### src/rtl/rf_write_arbiter.sv
// Write-port arbiter for the 4x8 register file: initialisation pass after reset,
// then round-robin sharing between the core writeback (A) and the debug loader (B).
module rf_write_arbiter #(
    parameter int unsigned         DATA_W     = 8,
    parameter int unsigned         ADDR_W     = 2,
    parameter logic [DATA_W-1:0]   INIT_VALUE = '0
) (
    input  logic              clk,
    input  logic              rst_n,
    input  logic              a_valid,
    input  logic [ADDR_W-1:0] a_addr,
    input  logic [DATA_W-1:0] a_data,
    output logic              a_ready,
    input  logic              b_valid,
    input  logic [ADDR_W-1:0] b_addr,
    input  logic [DATA_W-1:0] b_data,
    output logic              b_ready,
    output logic              write_enable,
    output logic [ADDR_W-1:0] write_addr,
    output logic [DATA_W-1:0] write_data,
    output logic              init_done,
    output logic [7:0]        conflict_count
);

    localparam logic [ADDR_W-1:0] LAST_IDX = '1;

    typedef enum logic {ST_INIT, ST_RUN} state_t;
    typedef enum logic {GNT_A, GNT_B} grant_t;

    state_t              state_q, state_d;
    grant_t              last_grant_q, last_grant_d;
    logic [ADDR_W-1:0]   init_idx_q, init_idx_d;
    logic                we_d;
    logic [ADDR_W-1:0]   waddr_d;
    logic [DATA_W-1:0]   wdata_d;
    logic                init_done_d;
    logic [7:0]          conflict_d;
    logic                grant_a, grant_b;

    assign a_ready = grant_a;
    assign b_ready = grant_b;

    always_ff @(posedge clk or negedge rst_n) begin
        if (!rst_n) begin
            state_q        <= ST_INIT;
            last_grant_q   <= GNT_B;
            init_idx_q     <= '0;
            write_enable   <= 1'b0;
            write_addr     <= '0;
            write_data     <= '0;
            init_done      <= 1'b0;
            conflict_count <= '0;
        end else begin
            state_q        <= state_d;
            last_grant_q   <= last_grant_d;
            init_idx_q     <= init_idx_d;
            write_enable   <= we_d;
            write_addr     <= waddr_d;
            write_data     <= wdata_d;
            init_done      <= init_done_d;
            conflict_count <= conflict_d;
        end
    end

    always_comb begin
        state_d      = state_q;
        last_grant_d = last_grant_q;
        init_idx_d   = init_idx_q;
        we_d         = 1'b0;
        waddr_d      = write_addr;
        wdata_d      = write_data;
        init_done_d  = init_done;
        conflict_d   = conflict_count;
        grant_a      = 1'b0;
        grant_b      = 1'b0;

        case (state_q)
            ST_INIT: begin
                we_d       = 1'b1;
                waddr_d    = init_idx_q;
                wdata_d    = INIT_VALUE;
                init_idx_d = init_idx_q + 1'b1;
                if (init_idx_q == LAST_IDX) begin
                    state_d     = ST_RUN;
                    init_done_d = 1'b1;
                end
            end
            ST_RUN: begin
                // On a tie the requester that did not win last time is served.
                if (a_valid && b_valid) begin
                    grant_a = (last_grant_q == GNT_B);
                    grant_b = (last_grant_q == GNT_A);
                    if (conflict_count != 8'hFF)
                        conflict_d = conflict_count + 8'd1;
                end else begin
                    grant_a = a_valid;
                    grant_b = b_valid;
                end

                if (grant_a) begin
                    we_d         = 1'b1;
                    waddr_d      = a_addr;
                    wdata_d      = a_data;
                    last_grant_d = GNT_A;
                end else if (grant_b) begin
                    we_d         = 1'b1;
                    waddr_d      = b_addr;
                    wdata_d      = b_data;
                    last_grant_d = GNT_B;
                end
            end
            default: state_d = ST_INIT;
        endcase
    end

endmodule
### config.mk
export PLATFORM = sky130hd
export DESIGN_NAME = rf_write_arbiter
export DESIGN_NICKNAME = d
export VERILOG_FILES = /design/src/rtl/rf_write_arbiter.sv
export SDC_FILE = /design/constraint.sdc
export NUM_CORES = 1
export LEC_CHECK = 0
export ABC_AREA = 1
export CORE_ASPECT_RATIO = 1.5
export CORE_UTILIZATION = 47
export CTS_CLUSTER_SIZE = 24
export DETAILED_ROUTE_END_ITERATION = 10
export GPL_TIMING_DRIVEN = 0
export PLACE_DENSITY_LB_ADDON = 0.05
export RECOVER_POWER = 50
export SLEW_MARGIN = 20
export SYNTH_ARGS = -nofsm -noshare
export SYNTH_HDL_FRONTEND = slang
export SYNTH_SLANG_ARGS = --single-unit
### constraint.sdc
create_clock -name clk -period 2.4 [get_ports clk]
set_input_delay 0.36 -clock clk [delete_from_list [all_inputs] [get_ports clk]]
set_output_delay 0.36 -clock clk [all_outputs]
set_load 0.01 [all_outputs]
==> flow_summary.yaml <==
global_route:
  grt_use_met3_pct: 4.18
  grt_pass1_vias: 1144
  grtUsageTotal_pct: 21.8
  grt_pass1_wl_mm: 4.67
  grtUsageMet1_pct: 22.2
  grt_antenna_before_repair: 0
  gr-usage-met2_pct: 41.2
  grt_busiest_layer: "met2"
  grt_max_degree: 25
  grt_overflow: 0
synth:
  synth_seq_area_share_pct: 48.6
  syn-num-nets: 179
  netlist_area_um2: 1240
  synthCells: 153
  ys_warn_count: 0
  ys_ff_latch: 24
  synth_cell_types: 27
  syn_area_per_cell_um2: 8.09
pwr:
  pwr_density_cell_nw_per_um2: 582
  ir_worst_vdd_uv: 426
  leakagePower_uw: 0.000832
worst_setup_path:
  crit_type: "in2out"
  timing.critical_path.to_type: "output port"
  start_kind: "primary input"
  worstPathMaxFanout: 10
  worstPathRequired_ps: 2040
  arrival_ps: 1920
final_layout:
  drive_gt1_share_pct: 10.9
  final_cell_mix: "nand2_1 (57), clkdlybuf4s50_1 (44), dfrtp_1 (23)"
  finalNetCount: 229
  diodes: 0
  nFillCells: 215
  final_area_um2: 1740
  fin_cells: 226
  layout_commonest_cell: "nand2_1"
  area_delta_synth_final_pct: 41.0
placement:
  dp_hpwl_mm: 2.07
  dp.cells: 222
  port_buffers: 45
  gp_congestion: 0.766
  dpl_cell_area_um2: 1720
floorplanning:
  initial_core_util_pct: 49.9
  fp.dieH_um: 64.8
  die-area_um2: 2850
  die_x_um: 43.9
  rows: 22
  ioPinCount: 46
  core_area_um2: 2480
outcome:
  violations: "DRC"
  outcome: "finished with violations"
clock_network:
  htreeDepth: 1
  cts_resized: 0
  insertion_delay_ps: 320
  root_buffer: "clkbuf_4"
  cts_tree: "built"
  cts_max_path_buffers: 2
  ctsHoldBuffers: 0
  cts_buffers: 3
  cts_sinks: 24
  clk_pin_slew_ps: 130
  post_cts_buffers: 0
sta:
  hold_viol_final: 0
  tns_ps: 0
  fmax_ghz: 0.439
  min_period_ps: 2280
  setup_viol: 0
  worstMarginPinSlew_ps: 1290
  drv_slew: 0
  slew_headroom_pct: 13.9
  rsz0062_at_grt: "no"
  finalCritPeriodShare_pct: 95.0
  skew_ps: 5.31
route:
  wire_per_inst_um: 11.7
  drt_iter0_drc: 23
  ant_nets: 0
  vias: 1138
  wirelength_mm: 2.65
  viasPerCell: 5.04
  drc: 1
  drt_first_pass_iters: 9
flow_run:
  drv_cap: 0
worst_hold_path:
  hold_class: "in2async"
-- stage by stage --
stage               worst slack (ps)  utilization (%)  hold slack [ps]  total power [uW]
global placement                90.7             69.3              443               807
floorplan                       1030                -             64.4               643
global route                    16.2             70.4              394              1080
CTS                             77.0             70.8              482              1030
detailed placement              91.1             69.3              450               816
finish                           120             70.4              293              1020
-- report_power, final --
group	total (uW)	internal [uW]	switching [uW]	leakage (uW)
registers	501	454	47.8	0.000290
clock network	215	92.8	123	0.0000210
logic	298	170	129	0.000521
total	1010	716	299	0.000832
-- layer usage --
layer | share of wire [%] | up-vias
met5 | 0 | -
met4 | 2.1 | 0
met3 | 4.9 | 7
met2 | 55 | 38
met1 | 38 | 517
li1 | - | 576
-- cells in the mapped netlist --
library cell	instances	area, um2
or2_0	1	6.26
inv_2	2	7.51
or2_2	2	12.5
a21o_2	1	8.76
xnor2_1	2	17.5
nand2_1	57	214
o21ai_0	6	30.0
dfstp_2	1	26.3
nand2_4	2	22.5
nor2_1	11	41.3
inv_1	11	41.3
nand2_2	1	6.26
nand4_1	1	6.26
o21ai_1	8	40.0
inv_4	1	6.26
nand3_1	8	40.0
clkinv_1	1	3.75
ha_1	2	25.0
xor2_1	1	8.76
buf_4	1	7.51
o211ai_1	1	7.51
nor2_2	2	12.5
nand3b_1	1	7.51
o21ai_2	2	17.5
dfrtp_1	23	576
nor2_4	3	33.8
buf_6	1	11.3
-- kinds of logic (layout without fill, tap and decap cells) --
family / count (synthesis) / count (layout) / synth area share (%)
adder cells (fa/ha/maj): 2 / 2 / 2.02
AO/OA/AOI/OAI: 18 / 18 / 8.39
flip-flops: 24 / 24 / 48.6
XOR/XNOR: 3 / 3 / 2.12
buffers and inverters: 17 / 66 / 6.27
AND/OR/NAND/NOR: 89 / 89 / 32.6
-- area by class of cell --
| cell class | count | area (um2) | area share, % |
|---|---|---|---|
| Clock buffer | 4 | 36.3 | 2.08 |
| Tap cell | 24 | 30.0 | 1.72 |
| Inverter | 15 | 58.8 | 3.37 |
| Sequential cell | 24 | 602 | 34.5 |
| Buffer | 2 | 22.5 | 1.29 |
| Multi-Input combinational cell | 112 | 551 | 31.6 |
| Timing Repair Buffer | 45 | 444 | 25.5 |
-- sequential cells by signal (all words and copies together) (netlist names) --
signal,count
state_q,1
write_enable,1
init_idx_q,2
write_addr,2
write_data,8
conflict_count,8
init_done,1
last_grant_q,1
-- critical path, stage by stage --
cell             delay, ps
clkdlybuf4s50_1        550
nor2_2                  90
nor2_4                 110
buf_6                  150
nand2_1                 80
inv_1                   60
clkdlybuf4s50_1        520
-- final timing paths --
kind	from	endpoint	slack, ps	cells after the start
min in group clk	init_done	init_done	480	1
min	rst_n	conflict_count[2]	290	1
max reg2reg	conflict_count[0]	conflict_count[3]	800	8
max in group asynchronous	rst_n	write_data[7]	1350	1
max	a_valid	b_ready	120	7
min reg2reg	init_done	init_done	480	1
(Power assumes the default switching activity.)
